[src/rtl/xpoint_if.sv]
// Handshake bundle for one crosspoint controller: two input ports
// (horizontal, vertical), two registered output ports and the routing mode.
interface xpoint_if #(
    parameter int FLIT_SIZE = 64
);
    logic                 h_in_valid;
    logic [FLIT_SIZE-1:0] h_in_flit;
    logic                 h_in_ready;
    logic                 v_in_valid;
    logic [FLIT_SIZE-1:0] v_in_flit;
    logic                 v_in_ready;
    logic                 h_out_valid;
    logic [FLIT_SIZE-1:0] h_out_flit;
    logic                 h_out_ready;
    logic                 v_out_valid;
    logic [FLIT_SIZE-1:0] v_out_flit;
    logic                 v_out_ready;
    logic                 cross_enable;

    // Upstream/downstream side: drives input flits and output ready.
    modport master (
        output h_in_valid, h_in_flit, v_in_valid, v_in_flit,
        output h_out_ready, v_out_ready,
        input  h_in_ready, v_in_ready,
        input  h_out_valid, h_out_flit, v_out_valid, v_out_flit,
        input  cross_enable
    );

    // Crosspoint controller side.
    modport slave (
        input  h_in_valid, h_in_flit, v_in_valid, v_in_flit,
        input  h_out_ready, v_out_ready,
        output h_in_ready, v_in_ready,
        output h_out_valid, h_out_flit, v_out_valid, v_out_flit,
        output cross_enable
    );
endinterface

[src/rtl/xpoint_ctrl.sv]
// Registered crosspoint controller: decodes head flits, arbitrates the
// routing mode between the horizontal and vertical inputs, holds the mode
// for a whole packet, and feeds one output register per direction.
module xpoint_ctrl #(
    parameter int FLIT_SIZE = 64,
    parameter int TURN_BIT  = FLIT_SIZE - 3
) (
    input  logic    clk,
    input  logic    rst_n,
    xpoint_if.slave bus
);

    typedef enum logic [1:0] {
        FT_BODY   = 2'b00,
        FT_HEAD   = 2'b01,
        FT_TAIL   = 2'b10,
        FT_SINGLE = 2'b11
    } flit_type_e;

    // Mode (0 = straight, 1 = crossed), round-robin pointer and packet locks.
    logic mode_q, mode_d;
    logic rr_q, rr_d;
    logic h_lock_q, h_lock_d;
    logic v_lock_q, v_lock_d;

    // Output registers.
    logic                 h_out_valid_q, h_out_valid_d;
    logic                 v_out_valid_q, v_out_valid_d;
    logic [FLIT_SIZE-1:0] h_out_flit_q, h_out_flit_d;
    logic [FLIT_SIZE-1:0] v_out_flit_q, v_out_flit_d;

    // Decode and arbitration terms.
    flit_type_e h_type, v_type;
    logic h_is_head, v_is_head, h_head_pend, v_head_pend;
    logic h_desire, v_desire;
    logic any_lock, cand_is_h, cand_valid, cand_desire, do_switch;
    logic h_out_free, v_out_free, h_tgt_free, v_tgt_free;
    logic h_elig, v_elig, h_ready, v_ready, h_acc, v_acc;
    logic h_load, v_load;

    // Decode input flits, pick the switch candidate and compute acceptance.
    always_comb begin
        h_type      = flit_type_e'(bus.h_in_flit[FLIT_SIZE-1 -: 2]);
        v_type      = flit_type_e'(bus.v_in_flit[FLIT_SIZE-1 -: 2]);
        h_is_head   = (h_type == FT_HEAD) || (h_type == FT_SINGLE);
        v_is_head   = (v_type == FT_HEAD) || (v_type == FT_SINGLE);
        h_head_pend = bus.h_in_valid && h_is_head;
        v_head_pend = bus.v_in_valid && v_is_head;
        h_desire    = bus.h_in_flit[TURN_BIT];
        v_desire    = bus.v_in_flit[TURN_BIT];

        // The mode may only move between packets; the favoured input's head
        // is considered first, the other input's head otherwise.
        any_lock    = h_lock_q || v_lock_q;
        cand_is_h   = rr_q ? !v_head_pend : h_head_pend;
        cand_valid  = h_head_pend || v_head_pend;
        cand_desire = cand_is_h ? h_desire : v_desire;
        do_switch   = !any_lock && cand_valid && (cand_desire != mode_q);

        // Target register may be loaded if empty or draining this cycle.
        h_out_free = !h_out_valid_q || bus.h_out_ready;
        v_out_free = !v_out_valid_q || bus.v_out_ready;
        h_tgt_free = mode_q ? v_out_free : h_out_free;
        v_tgt_free = mode_q ? h_out_free : v_out_free;

        // Locked inputs and unlocked body/tail flits pass; heads need a
        // matching mode.
        h_elig = h_lock_q || !h_is_head || (h_desire == mode_q);
        v_elig = v_lock_q || !v_is_head || (v_desire == mode_q);

        h_ready = rst_n && h_tgt_free && !do_switch && h_elig;
        v_ready = rst_n && v_tgt_free && !do_switch && v_elig;
        h_acc   = bus.h_in_valid && h_ready;
        v_acc   = bus.v_in_valid && v_ready;
    end

    // Next-state for mode, round-robin, locks and output registers.
    always_comb begin
        // NOTE: every signal gets a default first so no path leaves one
        // unassigned, which would otherwise infer a latch.
        mode_d        = mode_q;
        rr_d          = rr_q;
        h_lock_d      = h_lock_q;
        v_lock_d      = v_lock_q;
        h_out_valid_d = h_out_valid_q && !bus.h_out_ready;
        v_out_valid_d = v_out_valid_q && !bus.v_out_ready;
        h_out_flit_d  = h_out_flit_q;
        v_out_flit_d  = v_out_flit_q;

        if (do_switch) begin
            mode_d = ~mode_q;
        end

        if (!rr_q && h_acc && h_is_head) begin
            rr_d = 1'b1;
        end else if (rr_q && v_acc && v_is_head) begin
            rr_d = 1'b0;
        end

        if (h_acc && h_type == FT_HEAD) h_lock_d = 1'b1;
        if (h_acc && h_type == FT_TAIL) h_lock_d = 1'b0;
        if (v_acc && v_type == FT_HEAD) v_lock_d = 1'b1;
        if (v_acc && v_type == FT_TAIL) v_lock_d = 1'b0;

        // A load wins over a drain in the same cycle.
        h_load = mode_q ? v_acc : h_acc;
        v_load = mode_q ? h_acc : v_acc;
        if (h_load) begin
            h_out_valid_d = 1'b1;
            h_out_flit_d  = mode_q ? bus.v_in_flit : bus.h_in_flit;
        end
        if (v_load) begin
            v_out_valid_d = 1'b1;
            v_out_flit_d  = mode_q ? bus.h_in_flit : bus.v_in_flit;
        end
    end

    // State registers; reset drops in-flight flits and any open packet.
    always_ff @(posedge clk or negedge rst_n) begin
        if (!rst_n) begin
            mode_q        <= 1'b0;
            rr_q          <= 1'b0;
            h_lock_q      <= 1'b0;
            v_lock_q      <= 1'b0;
            h_out_valid_q <= 1'b0;
            v_out_valid_q <= 1'b0;
            // NOTE: the flit registers are cleared too because their
            // value is visible on the ports straight out of reset.
            h_out_flit_q  <= '0;
            v_out_flit_q  <= '0;
        end else begin
            // NOTE: non-blocking assignments so every register samples
            // the pre-edge values regardless of statement order.
            mode_q        <= mode_d;
            rr_q          <= rr_d;
            h_lock_q      <= h_lock_d;
            v_lock_q      <= v_lock_d;
            h_out_valid_q <= h_out_valid_d;
            v_out_valid_q <= v_out_valid_d;
            h_out_flit_q  <= h_out_flit_d;
            v_out_flit_q  <= v_out_flit_d;
        end
    end

    assign bus.h_in_ready   = h_ready;
    assign bus.v_in_ready   = v_ready;
    assign bus.h_out_valid  = h_out_valid_q;
    assign bus.v_out_valid  = v_out_valid_q;
    assign bus.h_out_flit   = h_out_flit_q;
    assign bus.v_out_flit   = v_out_flit_q;
    assign bus.cross_enable = mode_q;

endmodule

[src/flat_wrapper.sv]
// flat-port wrapper written by rule: the top's interface ports become plain ports
module xpoint_ctrl_flat 
#(
    parameter int FLIT_SIZE = 64,
    parameter int TURN_BIT  = FLIT_SIZE - 3
)
  (clk, rst_n, bus_h_in_valid, bus_h_in_flit, bus_v_in_valid, bus_v_in_flit, bus_h_out_ready, bus_v_out_ready, bus_h_in_ready, bus_v_in_ready, bus_h_out_valid, bus_h_out_flit, bus_v_out_valid, bus_v_out_flit, bus_cross_enable);
  xpoint_if #(.FLIT_SIZE(FLIT_SIZE)) bus_i ();
  input  logic clk;
  input  logic rst_n;
  input wire logic [$bits(bus_i.h_in_valid)-1:0] bus_h_in_valid;
  input wire logic [$bits(bus_i.h_in_flit)-1:0] bus_h_in_flit;
  input wire logic [$bits(bus_i.v_in_valid)-1:0] bus_v_in_valid;
  input wire logic [$bits(bus_i.v_in_flit)-1:0] bus_v_in_flit;
  input wire logic [$bits(bus_i.h_out_ready)-1:0] bus_h_out_ready;
  input wire logic [$bits(bus_i.v_out_ready)-1:0] bus_v_out_ready;
  output wire logic [$bits(bus_i.h_in_ready)-1:0] bus_h_in_ready;
  output wire logic [$bits(bus_i.v_in_ready)-1:0] bus_v_in_ready;
  output wire logic [$bits(bus_i.h_out_valid)-1:0] bus_h_out_valid;
  output wire logic [$bits(bus_i.h_out_flit)-1:0] bus_h_out_flit;
  output wire logic [$bits(bus_i.v_out_valid)-1:0] bus_v_out_valid;
  output wire logic [$bits(bus_i.v_out_flit)-1:0] bus_v_out_flit;
  output wire logic [$bits(bus_i.cross_enable)-1:0] bus_cross_enable;
  assign bus_i.h_in_valid = bus_h_in_valid;
  assign bus_i.h_in_flit = bus_h_in_flit;
  assign bus_i.v_in_valid = bus_v_in_valid;
  assign bus_i.v_in_flit = bus_v_in_flit;
  assign bus_i.h_out_ready = bus_h_out_ready;
  assign bus_i.v_out_ready = bus_v_out_ready;
  assign bus_h_in_ready = bus_i.h_in_ready;
  assign bus_v_in_ready = bus_i.v_in_ready;
  assign bus_h_out_valid = bus_i.h_out_valid;
  assign bus_h_out_flit = bus_i.h_out_flit;
  assign bus_v_out_valid = bus_i.v_out_valid;
  assign bus_v_out_flit = bus_i.v_out_flit;
  assign bus_cross_enable = bus_i.cross_enable;
  xpoint_ctrl #(.FLIT_SIZE(FLIT_SIZE), .TURN_BIT(TURN_BIT)) u_core (.clk(clk), .rst_n(rst_n), .bus(bus_i));
endmodule
[config.mk]
export PLATFORM = sky130hd
export DESIGN_NAME = xpoint_ctrl_flat
export DESIGN_NICKNAME = d
export VERILOG_FILES = /design/src/rtl/xpoint_if.sv /design/src/rtl/xpoint_ctrl.sv /design/src/flat_wrapper.sv
export SDC_FILE = /design/constraint.sdc
export NUM_CORES = 1
export LEC_CHECK = 0
export ABC_AREA = 1
export CELL_PAD_IN_SITES_DETAIL_PLACEMENT = 0
export CELL_PAD_IN_SITES_GLOBAL_PLACEMENT = 1
export CORE_MARGIN = 3
export CORE_UTILIZATION = 28
export DETAILED_ROUTE_END_ITERATION = 12
export GPL_ROUTABILITY_DRIVEN = 1
export GPL_TIMING_DRIVEN = 0
export PLACE_DENSITY_LB_ADDON = 0.1
export SETUP_SLACK_MARGIN = 0.4
export SYNTH_ARGS = -nofsm -noshare
export SYNTH_HDL_FRONTEND = slang
export SYNTH_SLANG_ARGS = --single-unit
[constraint.sdc]
create_clock -name clk -period 1.6 [get_ports clk]
set_clock_uncertainty 0.15 [all_clocks]
set_input_delay 0.32 -clock clk [delete_from_list [all_inputs] [get_ports clk]]
set_output_delay 0.32 -clock clk [all_outputs]
set_load 0.02 [all_outputs]
# Yosys cells after proc, flatten, opt, wreduce, memory -nomap -nowiden
# Cells that the tools add are included.
# W data, S select, Z words.
[totals]
ff_bits = 134
latch_bits = 0
ramBits = 0
romBits = 0
in_bits = 134
out_inout_bits = 133
word_cells = 79
n_memories = 0
[op_classes]
addsub = 0
mul = 0
div = 0
magnitude_cmp = 0
eq_ne = 9
shift = 0
n_mux = 16
bitwise = 1
reduce_logical = 45
[op_table]
columns = ["operator", "n"]
rows = [
  ["$mux W64", 2],
  ["$logic_and A1 B1 Y1", 22],
  ["$mux W1", 14],
  ["$logic_not A1 Y1", 10],
  ["$logic_or A1 B1 Y1", 10],
  ["$eq A2 B2 Y1 const B", 4],
  ["$reduce_bool A2 Y1", 3],
  ["$eq A2 B1 Y1 const B", 2],
  ["$eq A1 B1 Y1", 2],
  ["$ne A1 B1 Y1", 1],
  ["$not A1 Y1", 1],
]

# Longest topological paths before layout
[logic_depth]
depth_word = 16
ltp_mapped = 10

# Worst setup path before layout
# No wires, ideal clock.
[synth_timing]
path_type = "register to register"
startpoint = "register u_core.mode_q, in the netlist u_core.bus.cross_enable"
endpoint = "register u_core.h_out_flit_q[30], in the netlist u_core.bus.h_out_flit[30]"
arrival_time_ns = 1.516
required_time_ns = 1.333
slack_ns = -0.183
path_stages_with_launch = 10
n_path_buf = 3
synth_period_minus_slack_ns = 1.783
path_cell_list = "dfrtp_1 -> buf_2 -> nand2_1 -> nand2_1 -> nor2_2 -> nand4_1 -> buf_4 -> buf_4 -> nand3_1 -> nand2_1"
[synth_via]
elab_chain_len = 7
word_cells_on_any_way = 19
[synth_rtl]
columns = ["element", "line_no", "source"]
rows = [
  ["start, declared", "xpoint_ctrl.sv:21", "logic mode_q, mode_d;"],
  ["start signal, assigned", "xpoint_ctrl.sv:134", "mode_q <= mode_d;"],
  ["$ne A1 B1 Y1", "xpoint_ctrl.sv:58", "do_switch = !any_lock && cand_valid && (cand_desire != mode_q);"],
  ["$logic_and A1 B1 Y1", "xpoint_ctrl.sv:58", ""],
  ["$logic_not A1 Y1", "xpoint_ctrl.sv:71, xpoint_ctrl.sv:72", ""],
  ["$logic_and A1 B1 Y1 (on tied branches) (2 in series)", "xpoint_ctrl.sv:71, xpoint_ctrl.sv:72", ""],
  ["$logic_and A1 B1 Y1 (on tied branches)", "xpoint_ctrl.sv:73, xpoint_ctrl.sv:74", ""],
  ["$mux W1", "xpoint_ctrl.sv:106", "h_load = mode_q ? v_acc : h_acc;"],
  ["end signal, assigned", "xpoint_ctrl.sv:140", "h_out_flit_q <= h_out_flit_d;"],
  ["end, declared", "xpoint_ctrl.sv:29", "logic [FLIT_SIZE-1:0] h_out_flit_q, h_out_flit_d;"],
]
# Several ways; a longest one is shown, not always the timed one.
# A chain may end at the register's enable or synchronous reset.

# Final worst setup path
[layout_timing]
startpoint = "register u_core.mode_q, in the netlist u_core.bus.cross_enable"
endpoint = "output bus_h_in_ready"
[layout_via]
elab_chain_len = 5
word_cells_on_any_way = 9
[layout_rtl]
columns = ["element", "line_no", "source"]
rows = [
  ["$ne A1 B1 Y1", "xpoint_ctrl.sv:58", ""],
  ["$logic_and A1 B1 Y1", "xpoint_ctrl.sv:58", ""],
  ["$logic_not A1 Y1", "xpoint_ctrl.sv:71", "h_ready = rst_n && h_tgt_free && !do_switch && h_elig;"],
  ["$logic_and A1 B1 Y1", "xpoint_ctrl.sv:71", ""],
  ["$logic_and A1 B1 Y1 (*)", "xpoint_ctrl.sv:71", ""],
  ["end, declared", "flat_wrapper.sv:17", "output wire logic [$bits(bus_i.h_in_ready)-1:0] bus_h_in_ready;"],
]
# Every way passes the cells marked *; elsewhere a longest branch is shown, timed or not.

==> qor_table.md <==
| Quantity | Reported | Unit |
|:---|:---|:---|
| Result of the run | finished, violations left | - |
| Violations in the final reports | hold timing, setup timing | - |
| Critical Path Fanout Max | 5 | - |
| Slew at the pin closest to its max-slew limit | 523 | ps |
| Register-to-register path setup slack | -490 | ps |
| H-tree depth reported by CTS | 4 | - |
| Pin count of the biggest net entering global routing | 52 | - |
| Number of buffers inserted by port buffering | 266 | - |
| Worst Setup Start Kind | flop | - |
| Initial core utilization | 28.7 | % |
| Share of the synthesized area in the top cell type | 46.2 | % |
| Arrival time of data at the critical path endpoint | 1640 | ps |
| Wire length after detailed routing | 32400 | µm |
| Largest incremental delay on the critical path | 480 | ps |
| Clock transition at path regs | 70 | ps |
| Total power after layout | 0.0292 | W |
| Crit Path Category | reg2out | - |
| Post-synthesis instance area | 7260 | µm² |
| Final Hold Slack | -395 | ps |
| CP Capture Type | output port | - |
| Gpl congestion | 0.818 | - |
| Post-DRT Antenna Nets | 0 | - |
| Core area | 25300 | µm² |
| Vias per Instance | 4.86 | - |
| Share of the clock period used by the worst path | 132 | % |
| Die footprint | 27900 | µm² |
| Slew HR | 65.1 | % |
| Vias in the first global route | 8011 | - |
| Warning count from the yosys run | 0 | - |
| Count of cell types in the netlist | 20 | - |
| Req. time, crit path | 1130 | ps |
| Finished Cell Area | 13000 | µm² |
| Number of sinks on the clock net | 134 | - |
| Post-DP HPWL | 21000 | µm |
| Syn Nets | 1117 | - |
| Antenna violations before repair | 0 | - |
| Post-route DRC | 0 | - |
| Final worst path period need | 2110 | ps |
| Global-route wire length before repair | 47400 | µm |
| Final Hold Viols | 91 | - |
| Mapped Cells | 983 | - |
| Slew Viols, Final | 0 | - |
| Library cell occupying the most area in the post-synthesis netlist | sky130_fd_sc_hd__dfrtp_1 | - |
| Post-DR wirelength/cell | 18.8 | µm |
| Ordered list of cells on the worst path | inv_4 > nand2_4 > nand3_2 > nand2_2 > nor2_4 > buf_6 > nand2_4 > inv_2 > buf_6 | - |
| Core Rows | 58 | - |
| Slowest cell on the critical path | sky130_fd_sc_hd__dfrtp_2 | - |
| Final critical-path setup slack | -509 | ps |
| Ranking of synthesized cells by area | sky130_fd_sc_hd__dfrtp_1, sky130_fd_sc_hd__nand3_1, sky130_fd_sc_hd__nand2_1, sky130_fd_sc_hd__o21ai_0, sky130_fd_sc_hd__inv_1 | - |
| Lkg Pwr | 6.46 | nW |
| Die width | 167 | µm |
| Total area of multi-input combinational cells | 3610 | µm² |
| Post-Place Cell Area | 10500 | µm² |
| Sequential standard cell area | 3350 | µm² |
| 1st-pass router iterations | 5 | - |
| Final-report setup violation count | 135 | - |
| Max-capacitance violation count | 0 | - |
| Unrepaired setup endpoints after global routing | true | - |
| Ratio of cells with drive above 1 in the final layout | 30.8 | % |
| Total CTS buffers | 17 | - |
| Average size of a mapped cell | 7.39 | µm² |
| Num ports | 267 | - |
| Share of synthesized area occupied by flip-flops and latches | 46.2 | % |
| Number of DRC markers after the initial detailed-route iteration | 641 | - |
| Maximum root-to-sink buffer count | 2 | - |
| Worst supply voltage drop on vdd | 0.00107 | V |
| FILL cells | 2479 | - |
| Max Clock Freq | 0.474 | GHz |
| TritonCTS clock tree | done | - |
| All-layer global routing usage | 21.6 | % |
| Power per standard cell area | 2250 | nW/µm² |
| Worst-Skew Late Latency | 430 | ps |
| Die boundary height | 167 | µm |
| Inserted Diodes | 0 | - |
| Final net count | 1514 | - |
| Total number of vias | 8367 | - |
| Area growth, synth to finish | 78.6 | % |
| Path type of the worst min-delay path | in2async | - |
| Clock root buffer | sky130_fd_sc_hd__clkbuf_16 | - |
| Seq cells post-synth | 134 | - |
| Congestion Overflow GR | 0 | - |
-- worst max-delay path: cells and delay by family (launching register included) --
kind,cells,cell delay (ps)
AND/OR/NAND/NOR,5,350
buffers and inverters,4,390
flip-flops,1,480
-- flip-flops by register name, indices dropped and copies added (netlist names) --
signal,count
u_core.bus.h_out_flit,64
u_core.bus.v_out_valid,1
u_core.bus.h_out_valid,1
u_core.v_lock_q,1
u_core.h_lock_q,1
u_core.rr_q,1
u_core.bus.v_out_flit,64
u_core.bus.cross_enable,1
-- per-layer routing --
metal	track usage, %	wire [µm]	vias up
li1	-	-	4055
met1	31.4	15100	3991
met2	32.9	14900	286
met3	4.41	1750	35
met4	5.27	575	0
met5	0	0	-
-- synth_stat cells --
cell type,count
sky130_fd_sc_hd__inv_2,1
sky130_fd_sc_hd__o21ai_1,25
sky130_fd_sc_hd__buf_4,30
sky130_fd_sc_hd__dfrtp_1,134
sky130_fd_sc_hd__nand2_1,279
sky130_fd_sc_hd__clkbuf_1,17
sky130_fd_sc_hd__nor2_2,2
sky130_fd_sc_hd__o21ai_0,109
sky130_fd_sc_hd__nand2_4,1
sky130_fd_sc_hd__xor2_1,1
sky130_fd_sc_hd__buf_2,34
sky130_fd_sc_hd__nand2_2,3
sky130_fd_sc_hd__inv_1,71
sky130_fd_sc_hd__nand3_2,2
sky130_fd_sc_hd__nand3b_1,2
sky130_fd_sc_hd__nor2_1,6
sky130_fd_sc_hd__nand3_4,1
sky130_fd_sc_hd__nand3_1,260
sky130_fd_sc_hd__nand4_1,4
sky130_fd_sc_hd__and2_1,1
-- kinds of logic (layout without fill, tap and decap cells) --
logic type | after synthesis | in the layout | synth area share [%]
xor gates and xnor gates | 1 | 1 | 0.121
buffers and inverters | 153 | 559 | 10.0
AOI/OAI and AO/OA | 134 | 134 | 9.24
DFF | 134 | 134 | 46.2
and+or+nand+nor | 561 | 565 | 34.4
-- what timing repair did --
item / in CTS / in global routing
endpoints found under the setup margin: 267 / 267
gates resized for setup: 115 / 753
endpoints found under the hold margin: 49 / 55
cloned: 1 / 19
setup buffers: 12 / 79
pin swaps: 5 / 42
-- report_power, final --
group / internal (W) / switching, W / total [W] / leakage [nW]
Combinational: 0.00881 / 0.00965 / 0.0185 / 4.64
Sequential: 0.00521 / 0.00145 / 0.00666 / 1.54
Clock: 0.00236 / 0.00175 / 0.00412 / 0.277
-- area by class of cell --
class	count	area share [%]
buffer	81	6.30
clock buffer	19	3.42
clock inverter	13	1.14
inverter	72	2.10
multi-input combinational	700	27.9
sequential	134	25.9
tap	330	3.18
timing repair buffer	374	30.1
-- placed cells by master (no fill, tap or decap), drive strengths merged, types with 8 or more instances in the layout --
| master | count |
|---|---|
| nand2 | 287 |
| clkbuf | 48 |
| buf | 293 |
| dfrtp | 134 |
| nand3 | 263 |
| nor2 | 8 |
| clkdlybuf4s50 | 128 |
| inv | 76 |
| o21ai | 134 |
-- final timing paths --
path | start | endpoint | cells after the start
min | rst_n | u_core.bus.h_out_flit[42] | 1
min in group clk | bus_v_in_flit[62] | u_core.v_lock_q | 3
min reg2reg | u_core.bus.v_out_flit[44] | u_core.bus.v_out_flit[44] | 2
max reg2reg | u_core.bus.cross_enable | u_core.bus.h_out_flit[48] | 12
max | u_core.bus.cross_enable | bus_h_in_ready | 9
max in group asynchronous | rst_n | u_core.bus.v_out_flit[30] | 2
-- stage by stage --
step	hold slack, ps	util [%]	setup TNS (ps)	setup WS (ps)	instances
4_1_cts	-332	44.9	-86270	-467	1625
5_1_grt	-391	51.2	-72620	-596	1723
3_5_place_dp	159	41.5	-146320	-1270	1580
3_3_place_gp	344	41.4	-1620610	-6630	1579
2_1_floorplan	-126	-	-13030	-110	983
6_report	-395	51.2	-58540	-509	1723
No activity file was read; power rests on OpenSTA's default activity.
